## config.mk

```make
export PLATFORM = sky130hd
export DESIGN_NAME = reset_sequencer
export DESIGN_NICKNAME = d
export VERILOG_FILES = /design/src/rtl/reset_pkg.sv /design/src/rtl/reset_debounce.sv /design/src/rtl/reset_sequencer.sv
export SDC_FILE = /design/constraint.sdc
export NUM_CORES = 1
export LEC_CHECK = 0
export BUFFER_PORTS_ARGS = -buffer_cell sky130_fd_sc_hd__buf_2
export CORE_MARGIN = 2
export CORE_UTILIZATION = 61
export DETAILED_ROUTE_END_ITERATION = 10
export GPL_ROUTABILITY_DRIVEN = 0
export PLACE_DENSITY = 0.84
export SLEW_MARGIN = 20
export SYNTH_ARGS = -nofsm -noshare
export SYNTH_HDL_FRONTEND = slang
export SYNTH_SLANG_ARGS = --single-unit
```

## constraint.sdc

```tcl
create_clock -name clk -period 3 [get_ports clk]
set_clock_uncertainty 0.15 [all_clocks]
set_input_delay 0.3 -clock clk [delete_from_list [all_inputs] [get_ports clk]]
set_output_delay 0.3 -clock clk [all_outputs]
set_load 0.01 [all_outputs]
```

## src/rtl/reset_pkg.sv

```systemverilog
// Shared definitions for the reset sequencer: FSM states, reset-cause codes
// and the counter-width rule used by the sequencer.
package reset_pkg;

   typedef enum logic [1:0] {
      ST_HOLD    = 2'd0,
      ST_RELEASE = 2'd1,
      ST_RUN     = 2'd2
   } seq_state_e;

   localparam logic [1:0] CAUSE_POR    = 2'b01;
   localparam logic [1:0] CAUSE_BUTTON = 2'b10;
   localparam logic [1:0] CAUSE_SOFT   = 2'b11;

   // Wide enough for the longest interval any counter must represent.
   function automatic int cnt_width(input int hold, input int debounce, input int stagger_total);
      int m;
      m = hold;
      if (debounce > m) m = debounce;
      if (stagger_total > m) m = stagger_total;
      return $clog2(m + 1);
   endfunction

endpackage

```

## src/rtl/reset_debounce.sv

```systemverilog
// Two-flop synchroniser plus level debouncer for the active-low reset button.
// pressed is high while the accepted (debounced) button level is low.
module reset_debounce #(
   parameter int DEBOUNCE_CYCLES = 65536
) (
   input  logic clk,
   input  logic reset,
   input  logic in_n,
   output logic pressed
);

   localparam int             DB_W    = $clog2(DEBOUNCE_CYCLES + 1);
   localparam logic [DB_W-1:0] DB_LAST = DB_W'(DEBOUNCE_CYCLES - 1);

   logic            sync1_q;
   logic            sync2_q;
   logic            level_q;
   logic [DB_W-1:0] cnt_q;

   // NOTE: state registers use non-blocking assignments so every flop samples
   // pre-edge values; blocking here would collapse the synchroniser chain.
   always_ff @(posedge clk) begin
      if (reset) begin
         sync1_q <= 1'b1;
         sync2_q <= 1'b1;
         level_q <= 1'b1;
         cnt_q   <= '0;
      end else begin
         sync1_q <= in_n;
         sync2_q <= sync1_q;
         // Count consecutive samples that disagree with the accepted level.
         if (sync2_q == level_q) begin
            cnt_q <= '0;
         end else if (cnt_q == DB_LAST) begin
            level_q <= sync2_q;
            cnt_q   <= '0;
         end else begin
            cnt_q <= cnt_q + 1'b1;
         end
      end
   end

   assign pressed = ~level_q;

endmodule

```

## src/rtl/reset_sequencer.sv

```systemverilog
// Holds all reset domains after a POR, button or soft trigger, then releases
// them one at a time, lowest index first, before reporting ready.
module reset_sequencer
   import reset_pkg::*;
#(
   parameter int NUM_DOMAINS     = 4,
   parameter int HOLD_CYCLES     = 5000000,
   parameter int STAGGER_CYCLES  = 16,
   parameter int DEBOUNCE_CYCLES = 65536
) (
   input  logic                   clk,
   input  logic                   reset,
   input  logic                   fpga_but1,
   input  logic                   sw_req,
   output logic [NUM_DOMAINS-1:0] rst_n,
   output logic                   ready,
   output logic [1:0]             cause
);

   localparam int CNT_W = cnt_width(HOLD_CYCLES, DEBOUNCE_CYCLES, NUM_DOMAINS * STAGGER_CYCLES);
   localparam logic [CNT_W-1:0]       HOLD_LAST = CNT_W'(HOLD_CYCLES - 1);
   localparam logic [CNT_W-1:0]       STAG_LAST = CNT_W'(STAGGER_CYCLES - 1);
   localparam logic [NUM_DOMAINS-1:0] FIRST_DOM = NUM_DOMAINS'(1);

   seq_state_e             state_q, state_d;
   logic [CNT_W-1:0]       cnt_q, cnt_d;
   logic [NUM_DOMAINS-1:0] rst_n_q, rst_n_d;
   logic                   ready_q, ready_d;
   logic [1:0]             cause_q, cause_d;
   logic                   por_gate_q;
   logic                   btn_pressed;

   reset_debounce #(
      .DEBOUNCE_CYCLES(DEBOUNCE_CYCLES)
   ) u_debounce (
      .clk    (clk),
      .reset  (reset),
      .in_n   (fpga_but1),
      .pressed(btn_pressed)
   );

   // NOTE: every next-state signal gets a default before any branch, so no
   // path leaves one unassigned and no latch is inferred.
   always_comb begin
      state_d = state_q;
      cnt_d   = cnt_q;
      rst_n_d = rst_n_q;
      ready_d = ready_q;
      cause_d = cause_q;
      if (btn_pressed) begin
         state_d = ST_HOLD;
         cnt_d   = '0;
         rst_n_d = '0;
         ready_d = 1'b0;
         cause_d = CAUSE_BUTTON;
      end else if (sw_req && state_q != ST_HOLD) begin
         state_d = ST_HOLD;
         cnt_d   = '0;
         rst_n_d = '0;
         ready_d = 1'b0;
         cause_d = CAUSE_SOFT;
      end else begin
         case (state_q)
            ST_HOLD: begin
               // The first edge after POR aligns with a trigger edge, so it does not count.
               if (por_gate_q) begin
                  cnt_d = '0;
               end else if (cnt_q == HOLD_LAST) begin
                  cnt_d   = '0;
                  rst_n_d = (rst_n_q << 1) | FIRST_DOM;
                  ready_d = &rst_n_d;
                  state_d = ready_d ? ST_RUN : ST_RELEASE;
               end else begin
                  cnt_d = cnt_q + 1'b1;
               end
            end
            ST_RELEASE: begin
               if (cnt_q == STAG_LAST) begin
                  cnt_d   = '0;
                  rst_n_d = (rst_n_q << 1) | FIRST_DOM;
                  ready_d = &rst_n_d;
                  state_d = ready_d ? ST_RUN : ST_RELEASE;
               end else begin
                  cnt_d = cnt_q + 1'b1;
               end
            end
            ST_RUN: ;
            default: state_d = ST_HOLD;
         endcase
      end
   end

   always_ff @(posedge clk) begin
      if (reset) begin
         state_q    <= ST_HOLD;
         cnt_q      <= '0;
         rst_n_q    <= '0;
         ready_q    <= 1'b0;
         cause_q    <= CAUSE_POR;
         por_gate_q <= 1'b1;
      end else begin
         state_q    <= state_d;
         cnt_q      <= cnt_d;
         rst_n_q    <= rst_n_d;
         ready_q    <= ready_d;
         cause_q    <= cause_d;
         por_gate_q <= 1'b0;
      end
   end

   assign rst_n = rst_n_q;
   assign ready = ready_q;
   assign cause = cause_q;

endmodule

```

==> metrics.md, run 1 <==
| Metric | Value |
|---|---|
| Drt drc | 0 |
| Max frequency | 409 MHz |
| RSZ-0062 raised after global routing | false |
| CP cell instances | ha_1 > nand3_1 > nor4_1 > buf_4 > and3_1 > ha_1 > or3_1 > a311o_1 > nand2_1 |
| # rows | 24 |
| Post-synth EDFFs | 0 |
| CTS tree | built |
| Mapped Cells | 280 |
| Reg2reg start | u_debounce.cnt_q[0] |
| H-tree levels | 2 |
| Layout area overhead | 4.71% |
| Most frequent CP cell | ha_1 |
| Fin. Hold Viols | 0 |
| Antenna violations before repair | 0 |
| Tmin final | 2440 ps |
| Worst vdd ir | 0.380 mV |
| Post-route cell area | 2860 um^2 |
| Reg2reg setup slack | 560 ps |
| CTS Buf Count | 5 |
| PortBufs | 10 |
| DIE AREA | 5040 um^2 |
| CP endpoint kind | register |
| Max-Cap Viols | 0 |
| Vias per std cell | 6.08 |
| GRT Util Overall | 20.9% |
| Hold crit path type | in -> reg |
| CP Max Fanout | 6 |
| Wirelength, routed | 5000 um |
| Final ANT Viol Nets | 0 |
| I/O pin cnt | 11 |
| Register area share after synthesis | 38.8% |
| Register area | 1060 um^2 |
| Synthesis Warnings | 0 |
| Final WS setup | 557 ps |
| Startpoint types | register |
| Final core utilization | 66.2% |
| Design Power | 1.17 mW |
| Count of different cell masters after synthesis | 56 |
| Critical Path AT | 2560 ps |
| Max incr delay on CP | 450 ps |
| Place WS | 603 ps |
| Worst Reg2Reg Path Length in Cells | 9 |
| N_diodes | 0 |
| Outcome | completed |
| Hold_buf cts | 0 |
| Setup TNS | 0 ps |
| Clock latency on the worst-skew pair | 320 ps |
| FFs w/ async S/R, synth | 0% |
| Leak | 1.03 nW |
| Clock Path Buffers | 2 |
| Critical path origin | u_debounce.cnt_q[0] |
| Area after DPL | 2770 um^2 |
| Vias in the first global route | 1939 |
| Synth Flop Type | dfxtp_1 |
| DIE HEIGHT | 71.0 um |
| Routed wire per std cell | 14.6 um |
| Via count | 2074 |
| # resized after CTS | 0 |
| Post-synth top cells | dfxtp_1 (53), nand2_1 (23), nor2_1 (18), xnor2_1 (16), nor3_2 (14) |
| Multi-input gate area | 1530 um^2 |
| Pwr/cell area | 408 nW/um^2 |
| # setup viols final | 0 |
| Largest net degree at the start of global routing | 24 |
| Grt total ovfl | 0 |
| Share of cells above drive strength 1 | 20.8% |
| Initial DRC count | 138 |
| Data required, critical path | 3110 ps |
| Fin. max-slew vios | 0 |
| Mapped Area | 2740 um^2 |
| Setup Fix Bufs, Post-CTS | 0 |
| Synth Net Count | 287 |
| Layout Nets | 295 |
| Average cell area after synthesis | 9.77 um^2 |
| Initial Util | 63.3% |
| Clk slew on worst S/H paths | 90 ps |
| CORE AREA | 4320 um^2 |
| WS Path Type | reg -> reg |
| Top-area cell type share of the netlist area | 38.8% |
| Die Wd | 71.0 um |
| Critical R2R Capture | u_debounce.cnt_q[14] |
| Area leader, netlist | dfxtp_1 |
| DPL Wire Length | 3440 um |
| Top-count cell post-synth | dfxtp_1 |
| DR pass1 iterations | 4 |
| Largest cells by area after synthesis | dfxtp_1 (39%), nor3_2 (5.1%), xnor2_1 (5.1%) |
| CTS sink cnt | 53 |
| First-pass GRT wire length | 8490 um |
| Setup crit end | u_debounce.cnt_q[14] |
| Tcrit/Tclk final | 81.4% |
| Hold Startpoint | fpga_but1 |
| Worst Tran Pin Value | 657 ps |
| Rel. slew slack | 55.8% |
| Fillers | 348 |
| CTS root buf | clkbuf_8 |
| Seq cells post-synth | 53 |
| CP max stage cell | or3_1 |
[power by group]
part           leakage, nW  switching, mW  internal, mW
clock network       0.0512          0.237         0.187
registers            0.428        0.00295         0.707
logic                0.553         0.0247        0.0109
[per-layer routing]
metal / track usage (%) / up-vias / wire length [um]
met5: 0 / - / 0
met4: 9.85 / 0 / 115
met3: 3.42 / 15 / 155
met2: 34.0 / 41 / 2340
met1: 27.3 / 985 / 2390
li1: - / 1033 / -
[worst min-delay path by stage]
stage,end,slack (ps),depth (start not counted)
after global routing,u_debounce.sync1_q,10,2
after detailed placement,u_debounce.sync2_q,250,1
after CTS,u_debounce.sync1_q,5,2
final,u_debounce.sync1_q,10,2
after global placement,u_debounce.sync2_q,240,1
after floorplan,por_gate_q,180,0
[registers in the layout, summed over array words and instances (netlist names)]
name,count
cnt_q,23
u_debounce.cnt_q,17
rst_n,4
cause,2
state_q,2
por_gate_q,1
ready,1
u_debounce.level_q,1
u_debounce.sync1_q,1
u_debounce.sync2_q,1
[worst max-delay path, delay by kind of cell (launching register included)]
kind	cells	cell delay, ps
adders and majority gates	2	450
buffers and inverters	1	150
and+or+nand+nor	5	940
DFF	1	350
AOI/OAI and AO/OA	1	340
[cells by family (layout without fill, tap and decap cells)]
group	Yosys count	after routing	share of synthesized area (%)
and+or+nand+nor	137	137	33.8
xor gates and xnor gates	23	23	7.36
buffers and inverters	22	31	5.67
adders and majority gates	3	3	1.37
DFF	53	53	38.8
AOI/OAI and AO/OA	37	37	11.2
muxes	5	5	1.83
[final cells by class]
cell class / count / share of cell area (%)
Clock buffer: 6 / 2.88
Clock inverter: 2 / 0.481
Inverter: 9 / 1.18
Multi-Input combinational cell: 205 / 53.3
Sequential cell: 53 / 37.0
Tap cell: 52 / 2.27
Timing Repair Buffer: 14 / 2.80
[per-stage QoR]
step / hold WS (ps) / cells
global route: 13.7 / 341
global placement: 244 / 333
finish: 10.5 / 341
detailed placement: 247 / 333
CTS: 4.76 / 341
floorplan: 178 / 280
[cells in the final DEF, fill, tap and decap left out, types with 2 or more instances in the layout]
master     n
xor2_1     7
nand4b_4   2
nor4_4     2
o21ai_0   11
inv_1      9
nor4_1     4
and3_2     2
and3b_1    3
clkbuf_8   6
and4_2     2
nor2_1    18
buf_4      4
o31ai_1    2
nand3_1    9
buf_2     10
mux2i_1    5
xnor2_1   16
nor3_2    14
nand2b_1   3
or3_1     12
and2_1     2
nor2b_1    4
dfxtp_1   53
nand4_1   13
a211oi_2   6
nor3_1     5
and4_1     4
or2_2      2
a21oi_1    2
nand2_1   23
and3_1     4
a211oi_1   3
a211o_1    3
ha_1       3
Power figures use the tool's default switching activity.
==> inputs of run 2 (changes only) <==
--- a/config.mk
+++ b/config.mk
@@ -7,10 +7,10 @@
 export LEC_CHECK = 0
 export BUFFER_PORTS_ARGS = -buffer_cell sky130_fd_sc_hd__buf_2
 export CORE_MARGIN = 2
-export CORE_UTILIZATION = 61
+export CORE_UTILIZATION = 55
 export DETAILED_ROUTE_END_ITERATION = 10
 export GPL_ROUTABILITY_DRIVEN = 0
-export PLACE_DENSITY = 0.84
+export PLACE_DENSITY = 0.8
 export SLEW_MARGIN = 20
 export SYNTH_ARGS = -nofsm -noshare
 export SYNTH_HDL_FRONTEND = slang
==> constraint.sdc (replaced) <==
create_clock -name clk -period 2.23 [get_ports clk]
set_clock_uncertainty 0.15 [all_clocks]
set_input_delay 0.223 -clock clk [delete_from_list [all_inputs] [get_ports clk]]
set_output_delay 0.223 -clock clk [all_outputs]
set_load 0.01 [all_outputs]
==> run 2 against run 1 <==
- core utilization decreased by 3.0 points
- die area grew 10%
- critical path depth fell by 1
- cell area grew 4.9%
- setup slack worse by 450 ps
- critical path type unchanged
- highest routed layer unchanged
==> metrics.md, run 2 (synthesis results as in run 1) <==
| Metric | Value |
|---|---|
| Outcome | completed |
| Data required, critical path | 2340 ps |
| Worst Hold Depth | 4 |
| N_diodes | 0 |
| Most common cell after layout, fill and taps aside | dfxtp_1 |
| Max frequency | 471 MHz |
| Clock latency on the worst-skew pair | 310 ps |
| Sw Share | 21.2% |
| Hold EP | state_q[0] |
| Largest net degree at the start of global routing | 24 |
| Share of cells above drive strength 1 | 23.1% |
| CTS Buf Count | 5 |
| CP max stage cell | or3_4 |
| Hold Startpoint | sw_req |
| Reg2reg start | u_debounce.cnt_q[0] |
| Die Wd | 74.5 um |
| Initial DRC count | 136 |
| First-pass GRT wire length | 8450 um |
| CP Max Fanout | 6 |
| DPL Wire Length | 3630 um |
| CP bufs+invs | 0 |
| Pwr/cell area | 553 nW/um^2 |
| Routed wire per std cell | 13.9 um |
| Clock Path Buffers | 2 |
| Worst Tran Pin Value | 726 ps |
| Logic pwr share | 3.4% |
| Tmin final | 2120 ps |
| CORE AREA | 4750 um^2 |
| CP endpoint kind | register |
| CTS root buf | clkbuf_8 |
| Reg2reg setup slack | 110 ps |
| Clock group share of total power | 39.2% |
| CTS tree | built |
| Largest register by flop count | cnt_q |
| Design Power | 1.66 mW |
| Sw power | 353 uW |
| Fin. max-slew vios | 0 |
| Startpoint types | register |
| Worst vdd ir | 0.434 mV |
| Most frequent CP cell | ha_1 |
| Clk slew on worst S/H paths | 100 ps |
| Worst Reg2Reg Path Length in Cells | 8 |
| Tcrit/Tclk final | 95.1% |
| H-tree levels | 2 |
| Max incr delay on CP | 430 ps |
| DIE HEIGHT | 74.5 um |
| DIE AREA | 5550 um^2 |
| Rel. slew slack | 51.1% |
| Most frequent cells in the layout | dfxtp_1 (53), nand2_1 (23), nor2_1 (18), xnor2_1 (16), nor3_2 (15) |
| I/O pin cnt | 11 |
| Layout Nets | 301 |
| Initial Util | 57.5% |
| Setup TNS | 0 ps |
| Via count | 2057 |
| Critical Path AT | 2230 ps |
| Grt total ovfl | 0 |
| Antenna violations before repair | 0 |
| Vias per std cell | 5.68 |
| CTS sink cnt | 53 |
| GRT Util Overall | 19.4% |
| Max-Cap Viols | 0 |
| RSZ-0062 raised after global routing | false |
| Vias in the first global route | 1867 |
| Flop pwr share | 57.4% |
| Wirelength, routed | 5040 um |
| Drt drc | 0 |
| Critical R2R Capture | u_debounce.cnt_q[14] |
| CP cell instances | ha_1 > nand3_2 > nor4_4 > and3_1 > ha_1 > or3_4 > a311o_1 > nand2_1 |
| Final ANT Viol Nets | 0 |
| PortBufs | 10 |
| WS Path Type | reg -> reg |
| Delay-heaviest family, CP | simple AND/OR/NAND/NOR gates |
| Hold crit path type | in -> reg |
| DR pass1 iterations | 5 |
| Fillers | 413 |
| # setup viols final | 0 |
| # rows | 25 |
| Internal power | 1.31 mW |
| Largest register FFs | 23 |
| Fin. Hold Viols | 0 |
| Leak | 1.10 nW |
| Layout area overhead | 9.84% |
[run 2: through the flow]
step	hold slack (ps)	instances	worst slack, ps	cell area (um^2)	util, %
finish	60.2	362	109	3000	63.2
global route	79.1	362	2.60	3000	63.2
CTS	52.6	362	26.6	2990	63.0
detailed placement	252	352	50.9	2860	60.2
global placement	245	352	132	2860	60.2
floorplan	101	280	42.4	2760	-
[run 2: routing by layer]
layer	track usage [%]	part of all wire, %	routed length, um
met3	4.20	3.6	183
met2	31.3	49	2450
met4	4.76	0.91	46
met5	0	0	0
met1	26.8	47	2370
[run 2: area by class of cell]
class	instances	area, um^2	share of cell area [%]
clock buffer	5	68.8	2.29
clock inverter	3	43.8	1.46
inverter	9	33.8	1.12
multi-input combinational	205	1560	51.9
sequential	53	1060	35.3
tap	67	83.8	2.79
timing repair buffer	20	155	5.16
[run 2: what timing repair did]
item | CTS | global route
endpoints found under the setup margin | 0 | 8
hold buffers | 2 | 0
gates resized for setup | 0 | 2
endpoints found under the hold margin | 2 | 0
buffers inserted | 0 | 0
[run 2: power by group through the flow]
| stage | Combinational, mW | Clock (mW) | Sequential [mW] |
|---|---|---|---|
| final | 0.0565 | 0.651 | 0.955 |
| after detailed placement | 0.0528 | 0 | 0.977 |
| after CTS | 0.0558 | 0.668 | 0.955 |
| after global placement | 0.0531 | 0 | 0.977 |
| after global routing | 0.0610 | 0.700 | 0.956 |
| after floorplan | 0.0399 | 0 | 0.976 |
[run 2: worst max-delay path by stage]
stage / from / to / slack [ps] / cells past startpoint
final: u_debounce.cnt_q[0] / u_debounce.cnt_q[14] / 110 / 8
after global routing: u_debounce.cnt_q[0] / u_debounce.cnt_q[14] / 3 / 8
after CTS: u_debounce.cnt_q[0] / u_debounce.cnt_q[14] / 30 / 8
after detailed placement: u_debounce.cnt_q[0] / u_debounce.cnt_q[14] / 50 / 8
after global placement: u_debounce.cnt_q[0] / u_debounce.cnt_q[14] / 130 / 8
after floorplan: u_debounce.cnt_q[0] / u_debounce.cnt_q[14] / 40 / 9
[run 2: worst min-delay path: stages]
cell	delay, ps
buf_2	90
nor4b_1	50
o31ai_1	60
o21ai_1	60
